File: config.mk
export PLATFORM = sky130hd
export DESIGN_NAME = control_unit
export DESIGN_NICKNAME = d
export VERILOG_FILES = /design/src/rtl/control_unit_pkg.sv /design/src/rtl/control_unit_decoder.sv /design/src/rtl/control_unit.sv
export SDC_FILE = /design/constraint.sdc
export NUM_CORES = 1
export LEC_CHECK = 0
export ABC_AREA = 0
export BUFFER_PORTS_ARGS = -buffer_cell sky130_fd_sc_hd__buf_2
export CORE_UTILIZATION = 34
export CTS_BUF_LIST = sky130_fd_sc_hd__clkbuf_4
export DETAILED_ROUTE_END_ITERATION = 10
export HOLD_SLACK_MARGIN = 0.03
export PLACE_DENSITY_LB_ADDON = 0.25
export SYNTH_ARGS = -nofsm -noshare
export SYNTH_HDL_FRONTEND = slang
export SYNTH_SLANG_ARGS = --single-unit
export TNS_END_PERCENT = 1
File: constraint.sdc
create_clock -name clk -period 1.7 [get_ports clk]
set_input_delay 0.34 -clock clk [delete_from_list [all_inputs] [get_ports clk]]
set_output_delay 0.34 -clock clk [all_outputs]
set_load 0.005 [all_outputs]
File: src/rtl/control_unit_pkg.sv
// Shared definitions for the microcoded control unit: state encodings,
// opcode constants and the bundle of bus strobes driven each cycle.
package control_unit_pkg;

  localparam int ALU_OP_W = 5;

  typedef logic [2:0] state_t;

  localparam state_t ST_FETCH_H = 3'd0;
  localparam state_t ST_FETCH_L = 3'd1;
  localparam state_t ST_EXEC    = 3'd2;
  localparam state_t ST_EXEC2   = 3'd3;
  localparam state_t ST_HALT    = 3'd4;

  localparam logic [7:0] OPC_NOP  = 8'h00;
  localparam logic [7:0] OPC_LDA  = 8'h01;
  localparam logic [7:0] OPC_LDB  = 8'h02;
  localparam logic [7:0] OPC_LDM  = 8'h40;
  localparam logic [7:0] OPC_STM  = 8'h41;
  localparam logic [7:0] OPC_LDR0 = 8'h42;
  localparam logic [7:0] OPC_LDR1 = 8'h43;
  localparam logic [7:0] OPC_JMP  = 8'h50;
  localparam logic [7:0] OPC_JZ   = 8'h51;
  localparam logic [7:0] OPC_RDSR = 8'h60;

  // Opcodes 0x20-0x3F pass their low five bits straight to the ALU
  localparam logic [2:0] ALU_GROUP = 3'b001;

  typedef struct packed {
    logic [ALU_OP_W-1:0] alu_opcode;
    logic we_a;
    logic we_b;
    logic we_r0;
    logic we_r1;
    logic we_ir0;
    logic we_ir1;
    logic we_pc0;
    logic we_pc1;
    logic we_m;
    logic oe_a;
    logic oe_r0;
    logic oe_r1;
    logic oe_ir0;
    logic oe_m;
    logic oe_alu;
    logic oe_sr;
    logic oe_pc;
    logic oe_r0r1;
    logic inc_pc;
  } bus_ctrl_t;

  // Both fetch cycles read memory at PC and advance it; only the IR half differs
  function automatic bus_ctrl_t fetch_ctrl(input logic high_byte);
    bus_ctrl_t c;
    c        = '0;
    c.oe_pc  = 1'b1;
    c.oe_m   = 1'b1;
    c.inc_pc = 1'b1;
    c.we_ir1 = high_byte;
    c.we_ir0 = ~high_byte;
    return c;
  endfunction

endpackage

File: src/rtl/control_unit_decoder.sv
// Combinational opcode-to-strobe table for the execute cycles, also flagging
// taken jumps (which need a second execute cycle) and the halt opcode.
module cu_decoder
  import control_unit_pkg::*;
#(
  parameter logic [7:0] HLT_OPC = 8'hFF
) (
  input  logic [7:0] opcode,
  input  logic       zero_flag,
  input  logic       second_phase,
  output bus_ctrl_t  ctrl,
  output logic       jump_taken,
  output logic       halt_op
);

  always_comb begin
    ctrl       = '0;
    jump_taken = 1'b0;
    halt_op    = 1'b0;
    if (second_phase) begin
      // Second half of a jump loads the PC high byte from R1
      ctrl.oe_r1  = 1'b1;
      ctrl.we_pc1 = 1'b1;
    end else if (opcode == HLT_OPC) begin
      halt_op = 1'b1;
    end else if (opcode[7:5] == ALU_GROUP) begin
      ctrl.alu_opcode = opcode[ALU_OP_W-1:0];
      ctrl.oe_alu     = 1'b1;
      ctrl.we_a       = 1'b1;
    end else begin
      case (opcode)
        OPC_NOP: ;
        OPC_LDA: begin ctrl.oe_ir0 = 1'b1; ctrl.we_a = 1'b1; end
        OPC_LDB: begin ctrl.oe_ir0 = 1'b1; ctrl.we_b = 1'b1; end
        OPC_LDM: begin ctrl.oe_r0r1 = 1'b1; ctrl.oe_m = 1'b1; ctrl.we_a = 1'b1; end
        OPC_STM: begin ctrl.oe_r0r1 = 1'b1; ctrl.oe_a = 1'b1; ctrl.we_m = 1'b1; end
        OPC_LDR0: begin ctrl.oe_ir0 = 1'b1; ctrl.we_r0 = 1'b1; end
        OPC_LDR1: begin ctrl.oe_ir0 = 1'b1; ctrl.we_r1 = 1'b1; end
        OPC_JMP: begin
          ctrl.oe_r0  = 1'b1;
          ctrl.we_pc0 = 1'b1;
          jump_taken  = 1'b1;
        end
        OPC_JZ: begin
          if (zero_flag) begin
            ctrl.oe_r0  = 1'b1;
            ctrl.we_pc0 = 1'b1;
            jump_taken  = 1'b1;
          end
        end
        OPC_RDSR: begin ctrl.oe_sr = 1'b1; ctrl.we_a = 1'b1; end
        default: ;
      endcase
    end
  end

endmodule

File: src/rtl/control_unit.sv
// Fetch/execute sequencer for the 8-bit datapath: two fetch cycles load the
// instruction register, then one or two execute cycles drive the bus strobes.
module control_unit
  import control_unit_pkg::*;
#(
  parameter int         Z_BIT   = 0,
  parameter logic [7:0] HLT_OPC = 8'hFF
) (
  input  logic                clk,
  input  logic                reset,
  input  logic                hlt,
  input  logic [15:0]         instr,
  input  logic [3:0]          status,
  output logic [ALU_OP_W-1:0] alu_opcode,
  output logic                WE_A,
  output logic                WE_B,
  output logic                WE_R0,
  output logic                WE_R1,
  output logic                WE_IR0,
  output logic                WE_IR1,
  output logic                WE_PC0,
  output logic                WE_PC1,
  output logic                WE_M,
  output logic                OE_A,
  output logic                OE_R0,
  output logic                OE_R1,
  output logic                OE_IR0,
  output logic                OE_M,
  output logic                OE_ALU,
  output logic                OE_SR,
  output logic                OE_PC,
  output logic                OE_R0R1,
  output logic                INC_PC,
  output logic                halted
);

  state_t    state;
  state_t    next_state;
  logic      halt_lock;
  bus_ctrl_t dec_ctrl;
  bus_ctrl_t ctrl;
  logic      jump_taken;
  logic      halt_op;
  logic      unused_inputs;

  assign unused_inputs = ^{instr[7:0], status};

  cu_decoder #(
    .HLT_OPC(HLT_OPC)
  ) u_decoder (
    .opcode      (instr[15:8]),
    .zero_flag   (status[Z_BIT]),
    .second_phase(state == ST_EXEC2),
    .ctrl        (dec_ctrl),
    .jump_taken  (jump_taken),
    .halt_op     (halt_op)
  );

  // External halt requests only take effect on the last execute cycle
  always_comb begin
    next_state = state;
    case (state)
      ST_FETCH_H: next_state = ST_FETCH_L;
      ST_FETCH_L: next_state = ST_EXEC;
      ST_EXEC: begin
        if (halt_op)         next_state = ST_HALT;
        else if (jump_taken) next_state = ST_EXEC2;
        else if (hlt)        next_state = ST_HALT;
        else                 next_state = ST_FETCH_H;
      end
      ST_EXEC2: next_state = hlt ? ST_HALT : ST_FETCH_H;
      ST_HALT: begin
        if (!halt_lock && !hlt) next_state = ST_FETCH_H;
      end
      default: next_state = ST_FETCH_H;
    endcase
  end

  // A halt opcode locks the sequencer until the next reset
  always_ff @(posedge clk or negedge reset) begin
    if (!reset) begin
      state     <= ST_FETCH_H;
      halt_lock <= 1'b0;
    end else begin
      state <= next_state;
      if (state == ST_EXEC && halt_op) halt_lock <= 1'b1;
    end
  end

  // Strobes are gated by reset so an asserted reset silences the bus at once
  always_comb begin
    ctrl = '0;
    if (reset) begin
      case (state)
        ST_FETCH_H:       ctrl = fetch_ctrl(1'b1);
        ST_FETCH_L:       ctrl = fetch_ctrl(1'b0);
        ST_EXEC, ST_EXEC2: ctrl = dec_ctrl;
        default:          ctrl = '0;
      endcase
    end
  end

  assign halted     = reset && (state == ST_HALT);
  assign alu_opcode = ctrl.alu_opcode;
  assign WE_A       = ctrl.we_a;
  assign WE_B       = ctrl.we_b;
  assign WE_R0      = ctrl.we_r0;
  assign WE_R1      = ctrl.we_r1;
  assign WE_IR0     = ctrl.we_ir0;
  assign WE_IR1     = ctrl.we_ir1;
  assign WE_PC0     = ctrl.we_pc0;
  assign WE_PC1     = ctrl.we_pc1;
  assign WE_M       = ctrl.we_m;
  assign OE_A       = ctrl.oe_a;
  assign OE_R0      = ctrl.oe_r0;
  assign OE_R1      = ctrl.oe_r1;
  assign OE_IR0     = ctrl.oe_ir0;
  assign OE_M       = ctrl.oe_m;
  assign OE_ALU     = ctrl.oe_alu;
  assign OE_SR      = ctrl.oe_sr;
  assign OE_PC      = ctrl.oe_pc;
  assign OE_R0R1    = ctrl.oe_r0r1;
  assign INC_PC     = ctrl.inc_pc;

endmodule

==> results.txt, run 1 <==
----------------------------------------------------
[Logic synthesis]
  Compound-cell area share of the yosys netlist ... 12.5%
  Synthesized area ... 522 µm²
  Portion of netlist area occupied by mux cells ... 0%
  Mean Syn Cell Area ... 7.56 µm²
  Proportion of register bits with asynchronous set or reset after synthesis ... 100%
  Number of standard cells after synthesis ... 69
  Share of synthesized cell area in full adder, half adder and majority cells ... 0%
  Ys flop type ... sky130_fd_sc_hd__dfrtp_1
  Xor/xnor share of the synthesized area ... 0%
  Simple-Gate Fraction of Synth Area ... 56.4%
  Yosys warning total ... 0
  Most used standard cell by instance count after synthesis ... sky130_fd_sc_hd__nor2_1
  Main area contributors after synthesis ... sky130_fd_sc_hd__dfrtp_1, sky130_fd_sc_hd__nor3_1, sky130_fd_sc_hd__buf_4
  Netlist cell types ... 34
  Sequential share of the synthesized area ... 19.2%
  Flops & latches, synth ... 4
  Top-area cell type share of the netlist area ... 19.2%
  Main combinational cell family by area after synthesis ... simple AND/OR/NAND/NOR gates
  Most numerous cell types in the synthesized netlist ... sky130_fd_sc_hd__nor2_1, sky130_fd_sc_hd__nor3_1, sky130_fd_sc_hd__and2_1, sky130_fd_sc_hd__buf_4, sky130_fd_sc_hd__dfrtp_1
  Net count of the mapped netlist ... 92
  EDFF count, synth ... 0
  Largest area contributor in the netlist ... sky130_fd_sc_hd__dfrtp_1

[Timing]
  Ratio of final minimum period to clock period ... 111%
  Highest achievable clock rate ... 528 MHz
  Hold Vio Cnt, Final ... 0
  Unrepaired setup endpoints after global routing ... yes
  Slew Limit Headroom ... 72.4%
  Pin slew with the least headroom to its limit ... 0.410 ns
  Final critical delay including setup and external delays ... 1.89 ns
  Final setup violation count ... 18
  Worst hold slack after final layout ... 0.0572 ns
  Setup slack after layout ... -0.194 ns
  Max-slew violation total from the final report ... 0
  Final Skew ... 0.00208 ns

[Power]
  P_int ... 0.456 mW
  Combinational share of power ... 63.8%
  Clock network power share ... 15.3%
  Net Sw Frac ... 39.9%
  Static Leak ... 0.493 nW
  Switching power ... 0.302 mW
  Share of power burned in registers ... 20.9%
  Worst-case vdd ir drop ... 0.803 mV
  Pwr per Cell Area ... 792 nW/µm²

[Drt]
  1st-pass router iterations ... 4
  Final wirelength ... 1880 µm
  Routed vias ... 754
  Via count normalized by instance count ... 5.46
  Detailed Route Iter0 Violations ... 22
  Final antenna-violating net count ... 0
  Post-detailed-route DRC marker count ... 0
  Average detailed-routed wire length per instance ... 13.7 µm

[Critical path]
  Crit path DAT ... 1.55 ns
  Kind of start point of the critical path ... flop
  Element type at the critical path end ... primary output
  Setup Crit Path Kind ... reg2out
  Worst Path Max Fanout ... 4
  Crit path required time ... 1.36 ns

[Placed design]
  HPWL after detailed placement ... 1490 µm
  Last weighted congestion value of the routability-driven placer ... 0.792
  IO Port Bufs ... 36
  Count of placed standard cells including taps ... 132

[Die]
  I/O Pins ... 48
  Overall die width ... 41.2 µm
  Starting utilization of the core area ... 38.2%
  Die area ... 1700 µm²
  Die span in y ... 41.2 µm
  Number of standard-cell rows in the floorplan ... 13
  Core Box Area ... 1370 µm²

[Min path]
  Worst hold path type ... in2async

[GRT]
  Number of global-route vias before repair ... 613
  Overflow left after global routing ... 0
  Maximum number of pins on one net before global-route repair ... 11
  GRT Util Overall ... 22.4%
  Global-route wire length before repair ... 2490 µm
  Initial antenna violation count ... 0

[Finish]
  Fill count ... 128
  Total area of multi-input combinational cells ... 453 µm²
  FF/Latch Area ... 100 µm²
  Non-filler cells in the finished layout ... 138
  Layout cell share with drive strength beyond 1 ... 64.2%
  Utilization after layout ... 70.1%
  Number of diodes ... 0
  NumNets Final ... 148
  Area growth, synth to finish ... 83.5%

[Flow run]
  Max-cap viol count ... 0

[Clock tree]
  H-tree depth ... 1
  Clock tree sinks ... 4
  Clock tree from TritonCTS ... done
  Number of clock buffers inserted by TritonCTS ... 3
  Worst skew pair latency ... 0.23 ns
  Clock root cell ... sky130_fd_sc_hd__clkbuf_4
  CTS Buffer Depth ... 2
  Clock transition at path regs ... 0.04 ns

[Outcome]
  Outcome ... finished, violations left
  Violations in the final reports ... setup timing

----------------------------------------------------
final timing paths:
kind | start | end | slack [ns] | depth (start not counted)
min in group clk | hlt | state[2] | 0.37 | 2
setup reg to reg | state[0] | state[2] | 0.20 | 5
hold reg to reg | halt_lock | halt_lock | 0.48 | 1
setup / recovery | state[1] | WE_M | -0.19 | 4
max in group asynchronous | reset | state[2] | 1.08 | 2
hold / removal | reset | state[0] | 0.06 | 2
power by group through the flow:
stage / registers, mW / logic (mW) / clock network, mW
3_3_place_gp: 0.157 / 0.396 / 0
4_1_cts: 0.157 / 0.437 / 0.119
6_report: 0.159 / 0.484 / 0.116
3_5_place_dp: 0.158 / 0.410 / 0
5_1_grt: 0.163 / 0.531 / 0.132
2_1_floorplan: 0.157 / 0.213 / 0
cell usage in the layout, fill, tap and decap left out, types with 2 or more instances in the layout:
cell,netlist,final
sky130_fd_sc_hd__nor2_2,0,2
sky130_fd_sc_hd__inv_1,2,2
sky130_fd_sc_hd__nor4_1,3,2
sky130_fd_sc_hd__nand3b_1,3,3
sky130_fd_sc_hd__nor3_1,6,3
sky130_fd_sc_hd__buf_2,2,36
sky130_fd_sc_hd__nor3_2,0,3
sky130_fd_sc_hd__nand2_1,3,3
sky130_fd_sc_hd__nand3_1,3,3
sky130_fd_sc_hd__dfrtp_1,4,4
sky130_fd_sc_hd__nor2_1,7,4
sky130_fd_sc_hd__nor4b_2,2,3
sky130_fd_sc_hd__and2_1,4,4
sky130_fd_sc_hd__clkbuf_4,0,3
sky130_fd_sc_hd__buf_4,4,22
flip-flops by register name (all words and copies together) (netlist names):
name,cells
state,3
halt_lock,1
stage by stage:
step | total power, mW | setup slack [ns] | TNS [ns] | cell area (µm²)
after floorplan | 0.370 | -0.00365 | -0.00365 | 551
after global placement | 0.554 | -0.150 | -0.775 | 845
after detailed placement | 0.568 | -0.193 | -1.08 | 845
after CTS | 0.713 | -0.174 | -2.03 | 913
after global routing | 0.827 | -0.313 | -3.82 | 957
final | 0.758 | -0.194 | -2.17 | 957
cell type report:
class                           instances  area share [%]
Clock buffer                            3            2.35
Inverter                                2           0.784
Multi-Input combinational cell         55            47.3
Sequential cell                         4            10.5
Tap cell                               15            1.96
Timing Repair Buffer                   59            37.1
what timing repair did:
action,in CTS,in global routing
resized for setup,3,11
pin swaps,5,3
endpoints found under the setup margin,18,24
hold buffers,1,0
setup buffers,2,0
hold endpoints to repair,2,0
cloned,0,0
worst max-delay path: stages, from the launching register on:
cell and delay, ns:
sky130_fd_sc_hd__dfrtp_1 0.41, sky130_fd_sc_hd__nor2b_4 0.17, sky130_fd_sc_hd__nand4_1 0.22, sky130_fd_sc_hd__nor4bb_2 0.35, sky130_fd_sc_hd__buf_2 0.16
layer usage:
| layer | track usage (%) | part of all wire [%] |
|---|---|---|
| met5 | 0 | 0 |
| met4 | 4.03 | 1.0 |
| met3 | 8.70 | 6.1 |
| met1 | 27.6 | 44 |
| met2 | 37.1 | 49 |
cells by family (layout without fill, tap and decap cells):
group | after synthesis | after routing
AO/OA/AOI/OAI | 9 | 9
buffers and inverters | 10 | 64
flip-flops | 4 | 4
AND/OR/NAND/NOR | 46 | 46
No activity file was read; power rests on OpenSTA's default activity.
==> run 2, diff against run 1 <==
Settings changed: CTS_BUF_LIST sky130_fd_sc_hd__clkbuf_4 to sky130_fd_sc_hd__clkbuf_8.
==> run 2 against run 1 <==
The flow still finishes with violations (setup timing); critical path depth is the same; clock power up 72%; critical path type unchanged; sequential share of layout area shrank 0.095 points; sequential cell count did not move; fmax grew 0.97%; clock-buffer cell count unchanged; die area did not move.
==> results.txt, run 2 (synthesized netlist as in run 1, its figures left out) <==
----------------------------------------------------
[Finish]
  NumNets Final ... 148 (unchanged)
  Largest reg by FF count ... state
  Most frequent standard cell in the layout excluding fill and tap cells ... sky130_fd_sc_hd__buf_2
  Non-filler cells in the finished layout ... 138 (unchanged)
  Max reg flops ... 3 (unchanged)
  Fill count ... 130 (+1.6%)
  Utilization after layout ... 70.7% (+0.64 points)
  Total area of multi-input combinational cells ... 443 µm² (-2.2%)
  Area growth, synth to finish ... 85.1%
  FF/Latch Area ... 100 µm² (unchanged)
  Top Registers ... state (3), halt_lock (1)
  Layout cell share with drive strength beyond 1 ... 64.2% (unchanged)
  Commonest cells after routing, fill and taps aside ... sky130_fd_sc_hd__buf_2, sky130_fd_sc_hd__buf_4, sky130_fd_sc_hd__nor2_1, sky130_fd_sc_hd__and2_1, sky130_fd_sc_hd__dfrtp_1
  Number of diodes ... 0 (unchanged)

[Power]
  Pwr per Cell Area ... 855 nW/µm² (+7.9%)
  Static Leak ... 0.498 nW (+1.0%)
  Worst-case vdd ir drop ... 0.678 mV (-16%)

[Clock tree]
  Number of clock buffers inserted by TritonCTS ... 3 (unchanged)
  H-tree depth ... 1 (unchanged)
  Clock tree from TritonCTS ... done
  CTS Buffer Depth ... 2 (unchanged)
  Clock transition at path regs ... 0.03 ns (about the same)
  Worst skew pair latency ... 0.22 ns (about the same)
  Clock root cell ... sky130_fd_sc_hd__clkbuf_8
  Clock tree sinks ... 4 (unchanged)

[Timing]
  Setup slack after layout ... -0.176 ns (+0.0182 ns)
  Max-slew violation total from the final report ... 0 (unchanged)
  Hold Vio Cnt, Final ... 0 (unchanged)
  Setup total negative slack ... -1.89 ns (+0.287 ns)
  Final Skew ... 0.000663 ns (-0.00142 ns)
  Ratio of final minimum period to clock period ... 110% (-1.1 points)
  Final setup violation count ... 16 (-2)
  Final critical delay including setup and external delays ... 1.88 ns (-0.0182 ns)
  Highest achievable clock rate ... 533 MHz (+0.97%)
  Pin slew with the least headroom to its limit ... 0.411 ns (+0.000772 ns)
  Unrepaired setup endpoints after global routing ... yes
  Slew Limit Headroom ... 72.3% (about the same)

[Critical path]
  Crit path required time ... 1.36 ns (about the same)
  Element type at the critical path end ... primary output
  Origin of the worst setup path ... state[1]
  Crit path DAT ... 1.54 ns (about the same)
  Reg2reg start ... state[0]
  Depth of the most critical reg-to-reg path ... 5 (unchanged)
  Worst Path Max Fanout ... 4 (unchanged)
  Kind of start point of the critical path ... flop
  Endpoint of the lowest-slack register-to-register path ... state[2]
  Setup Crit Path Kind ... reg2out
  Slack of the worst reg-to-reg path ... 0.20 ns (about the same)

[Outcome]
  Violations in the final reports ... setup timing
  Outcome ... finished, violations left

[Placed design]
  Count of placed standard cells including taps ... 132 (unchanged)
  HPWL after detailed placement ... 1490 µm (unchanged)
  IO Port Bufs ... 36 (unchanged)
  Last weighted congestion value of the routability-driven placer ... 0.792 (unchanged)

[Die]
  Core Box Area ... 1370 µm² (unchanged)
  I/O Pins ... 48 (unchanged)
  Die span in y ... 41.2 µm (unchanged)
  Number of standard-cell rows in the floorplan ... 13 (unchanged)
  Die area ... 1700 µm² (unchanged)
  Overall die width ... 41.2 µm (unchanged)
  Starting utilization of the core area ... 38.2% (unchanged)

[Drt]
  Final antenna-violating net count ... 0 (unchanged)
  Detailed Route Iter0 Violations ... 19 (-14%)
  Post-detailed-route DRC marker count ... 0 (unchanged)
  Average detailed-routed wire length per instance ... 13.8 µm (+0.85%)
  Via count normalized by instance count ... 5.33 (-2.5%)
  1st-pass router iterations ... 4 (unchanged)
  Routed vias ... 735 (-2.5%)
  Final wirelength ... 1900 µm (+0.85%)

[GRT]
  Overflow left after global routing ... 0 (unchanged)
  GRT Util Overall ... 23.7% (+1.2 points)
  Global-route wire length before repair ... 2580 µm (+3.6%)
  Initial antenna violation count ... 0 (unchanged)
  Maximum number of pins on one net before global-route repair ... 11 (unchanged)
  Number of global-route vias before repair ... 624 (+1.8%)

[Flow run]
  Max-cap viol count ... 0 (unchanged)

[Min path]
  Worst hold path type ... in2async

----------------------------------------------------
[run 2: cell types whose count changed in the layout (fill, tap and decap cells not counted)]
cell and delta:
sky130_fd_sc_hd__nand2b_2 +1, sky130_fd_sc_hd__nand2b_4 -1, sky130_fd_sc_hd__clkbuf_8 +3, sky130_fd_sc_hd__clkbuf_4 -3
sky130_fd_sc_hd__nor2_2 +1, sky130_fd_sc_hd__nor2_4 -1
[run 2: where the power goes]
group	leakage (nW)	switching, mW	internal, mW
Sequential	0.0523	0.0311	0.127
Clock	0.0216	0.0481	0.151
Combinational	0.424	0.225	0.244
[run 2: what timing repair did]
| item | 4_1_cts | 5_1_grt |
|---|---|---|
| gates resized for setup | 3 | 9 |
| setup buffers | 2 | 0 |
| hold endpoints to repair | 2 | 0 |
| endpoints found under the setup margin | 17 | 24 |
| pin swaps | 5 | 3 |
| hold buffers | 1 | 0 |
[run 2: layout make-up]
| type | count | share of cell area [%] |
|---|---|---|
| tap | 15 | 1.94 |
| clock buffer | 3 | 4.27 |
| sequential | 4 | 10.4 |
| inverter | 2 | 0.777 |
| timing repair buffer | 59 | 36.8 |
| multi-input combinational | 55 | 45.9 |
[run 2: worst max-delay path, stage by stage, from the launching register on]
cell,delay [ns]
sky130_fd_sc_hd__dfrtp_1,0.40
sky130_fd_sc_hd__nor2b_4,0.18
sky130_fd_sc_hd__nand4_1,0.22
sky130_fd_sc_hd__nor4bb_2,0.35
sky130_fd_sc_hd__buf_2,0.16
[run 2: layer usage]
| metal | GRT usage (%) | vias to the layer above | wire (µm) |
|---|---|---|---|
| met2 | 39.5 | 29 | 929 |
| met3 | 8.70 | 4 | 94 |
| met4 | 8.87 | 0 | 19 |
| met1 | 27.2 | 342 | 856 |
| met5 | 0 | - | 0 |
| li1 | - | 360 | - |
[run 2: worst max path at each step]
stage,slack (ns),cells past startpoint,endpoint
CTS,-0.16,4,WE_M
detailed placement,-0.19,5,WE_B
finish,-0.18,4,WE_M
floorplan,-0.004,4,WE_M
global route,-0.30,4,WE_M
global placement,-0.15,5,OE_A
[run 2: through the flow]
step                      hold slack (ns)  setup slack (ns)  power [mW]  instance area, µm²
after global routing               0.0783            -0.302       0.899                 966
after detailed placement            0.156            -0.193       0.568                 845
after global placement              0.153            -0.150       0.554                 845
final                              0.0689            -0.176       0.826                 966
after floorplan                    0.0444          -0.00365       0.370                 551
after CTS                          0.0658            -0.156       0.800                 932
==> run 3, diff against run 2 <==
Settings changed: CELL_PAD_IN_SITES_DETAIL_PLACEMENT set to 0, CELL_PAD_IN_SITES_GLOBAL_PLACEMENT set to 1, CORE_ASPECT_RATIO set to 1.4, CORE_UTILIZATION 34 to 21.
==> run 3 against run 2 <==
The run still ends with setup timing left; clock power hardly changed; die area rose by 59%; fmax up 4.0%; clock-buffer cell count did not move; critical path type unchanged; largest cell class unchanged; largest power group unchanged; highest routed layer unchanged.
==> results.txt, run 3 (synthesized netlist as in run 1, its figures left out) <==
----------------------------------------------------
[Min path]
  Worst hold path type ... in2async

[Clock tree]
  Number of clock buffers inserted by TritonCTS ... 3 (unchanged)
  H-tree depth ... 1 (unchanged)
  CTS Buffer Depth ... 2 (unchanged)
  Clock tree from TritonCTS ... done
  Clock root cell ... sky130_fd_sc_hd__clkbuf_8
  Clock tree sinks ... 4 (unchanged)
  Clock transition at path regs ... 0.03 ns (about the same)
  Worst skew pair latency ... 0.22 ns (about the same)

[Timing]
  Slew Limit Headroom ... 76.6% (+4.3 points)
  Pin slew with the least headroom to its limit ... 0.347 ns (-0.0637 ns)
  Highest achievable clock rate ... 554 MHz (+4.0%)
  Final Skew ... 0.00145 ns (+0.000790 ns)
  Unrepaired setup endpoints after global routing ... yes
  Setup slack after layout ... -0.104 ns (+0.0718 ns)
  Ratio of final minimum period to clock period ... 106% (-4.2 points)
  Setup total negative slack ... -0.957 ns (+0.930 ns)
  Final setup violation count ... 14 (-2)
  Hold Vio Cnt, Final ... 0 (unchanged)
  Max-slew violation total from the final report ... 0 (unchanged)
  Final critical delay including setup and external delays ... 1.80 ns (-0.0718 ns)

[Die]
  Starting utilization of the core area ... 22.1% (-16 points)
  Die span in y ... 61.0 µm (+48%)
  Overall die width ... 44.1 µm (+7.2%)
  Core Box Area ... 2360 µm² (+73%)
  I/O Pins ... 48 (unchanged)
  Number of standard-cell rows in the floorplan ... 21 (+8)
  Die area ... 2690 µm² (+59%)

[Drt]
  1st-pass router iterations ... 6 (+2)
  Via count normalized by instance count ... 4.99 (-6.4%)
  Average detailed-routed wire length per instance ... 12.6 µm (-8.2%)
  Routed vias ... 723 (-1.6%)
  Final wirelength ... 1830 µm (-3.6%)
  Detailed Route Iter0 Violations ... 21 (+2)
  Final antenna-violating net count ... 0 (unchanged)
  Post-detailed-route DRC marker count ... 0 (unchanged)

[Power]
  Worst-case vdd ir drop ... 0.393 mV (-42%)
  Static Leak ... 0.502 nW (+0.80%)
  Pwr per Cell Area ... 842 nW/µm² (-1.6%)
  Overall Power ... 0.836 mW (+1.2%)

[GRT]
  Maximum number of pins on one net before global-route repair ... 11 (unchanged)
  GRT Util Overall ... 14.3% (-9.3 points)
  Number of global-route vias before repair ... 657 (+5.3%)
  Initial antenna violation count ... 0 (unchanged)
  Overflow left after global routing ... 0 (unchanged)
  Global-route wire length before repair ... 2860 µm (+11%)

[Critical path]
  Setup Crit Path Kind ... reg2out
  Element type at the critical path end ... primary output
  Crit path DAT ... 1.46 ns (-0.08 ns)
  Worst Path Max Fanout ... 5 (+1)
  Kind of start point of the critical path ... flop
  Crit path required time ... 1.36 ns (about the same)

[Placed design]
  IO Port Bufs ... 36 (unchanged)
  Last weighted congestion value of the routability-driven placer ... 0.808 (+1.9%)
  HPWL after detailed placement ... 1440 µm (-3.4%)
  Post-DP Area ... 847 µm² (+0.30%)
  Setup Slack @ Placement ... -0.162 ns (+0.0309 ns)

[Outcome]
  Violations in the final reports ... setup timing
  Outcome ... finished, violations left

[Finish]
  Top Registers ... state (3), halt_lock (1)
  Max reg flops ... 3 (unchanged)
  Summed area of non-filler cells in the final layout ... 993 µm² (+2.8%)
  NumNets Final ... 147 (-0.68%)
  Largest reg by FF count ... state
  FF/Latch Area ... 101 µm² (+1.2%)
  Commonest cells after routing, fill and taps aside ... sky130_fd_sc_hd__buf_2, sky130_fd_sc_hd__buf_4, sky130_fd_sc_hd__and2_1, sky130_fd_sc_hd__nor2_1
  Fill count ... 260 (+100%)
  Area growth, synth to finish ... 90.4%
  Number of diodes ... 0 (unchanged)
  Layout cell share with drive strength beyond 1 ... 63.1% (-1.1 points)
  Total area of multi-input combinational cells ... 440 µm² (-0.57%)
  Most frequent standard cell in the layout excluding fill and tap cells ... sky130_fd_sc_hd__buf_2

[Flow run]
  Max-cap viol count ... 0 (unchanged)

----------------------------------------------------
run 3: cell count changes in the layout (fill, tap and decap cells not counted):
cell / delta
sky130_fd_sc_hd__buf_2: -3
sky130_fd_sc_hd__buf_6: +3
sky130_fd_sc_hd__buf_4: -2
sky130_fd_sc_hd__nor4b_1: +2
sky130_fd_sc_hd__nor4b_2: -2
sky130_fd_sc_hd__buf_8: +1
sky130_fd_sc_hd__dfrtp_1: -1
sky130_fd_sc_hd__dfrtp_2: +1
sky130_fd_sc_hd__nand2b_2: -1
sky130_fd_sc_hd__nand2b_4: +1
sky130_fd_sc_hd__nor2_2: -1
sky130_fd_sc_hd__nor2_4: +1
run 3: layout make-up:
cell class	instances	area share [%]
repair buffers	58	37.7
multi-input cells	55	44.3
clock buffers	3	4.16
flip-flops and latches	4	10.2
well taps	23	2.90
inverters	2	0.756
run 3: report_power, final:
group	total, mW	switching (mW)	internal, mW
registers	0.161	0.0325	0.129
clock network	0.202	0.0509	0.151
logic	0.473	0.222	0.251
run 3: layer usage:
metal	GRT usage [%]	vias up	wire, µm
met5	0	-	0
met1	15.9	330	788
li1	-	362	-
met3	1.19	4	83
met2	26.5	27	937
met4	7.79	0	23
run 3: critical path, stage by stage (launching register included):
cell and delay, ns:
sky130_fd_sc_hd__dfrtp_2 0.43, sky130_fd_sc_hd__nand3b_1 0.22, sky130_fd_sc_hd__nor4b_4 0.31, sky130_fd_sc_hd__and2_1 0.18
sky130_fd_sc_hd__buf_2 0.11
run 3: worst paths after layout:
path	depth (start not counted)	from	slack [ns]	endpoint
setup / recovery	4	state[2]	-0.10	alu_opcode[2]
min in group clk	2	hlt	0.38	state[2]
hold reg to reg	1	halt_lock	0.47	halt_lock
max in group asynchronous	2	reset	1.05	state[2]
hold / removal	2	reset	0.07	state[0]
setup reg to reg	5	state[0]	0.11	state[2]
run 3: what timing repair did:
action,4_1_cts,5_1_grt
cloned,0,0
hold buffers,1,0
setup endpoints to repair,16,21
endpoints found under the hold margin,2,0
resized for setup,15,4
setup buffers,2,0
pin swaps,9,3
run 3: stage by stage:
step	util [%]	hold slack, ns	std cells
after global placement	35.8	0.156	139
final	42.0	0.0746	145
after detailed placement	35.8	0.157	139
after floorplan	-	0.0444	69
after global routing	42.0	0.0925	145
after CTS	41.3	0.0743	145
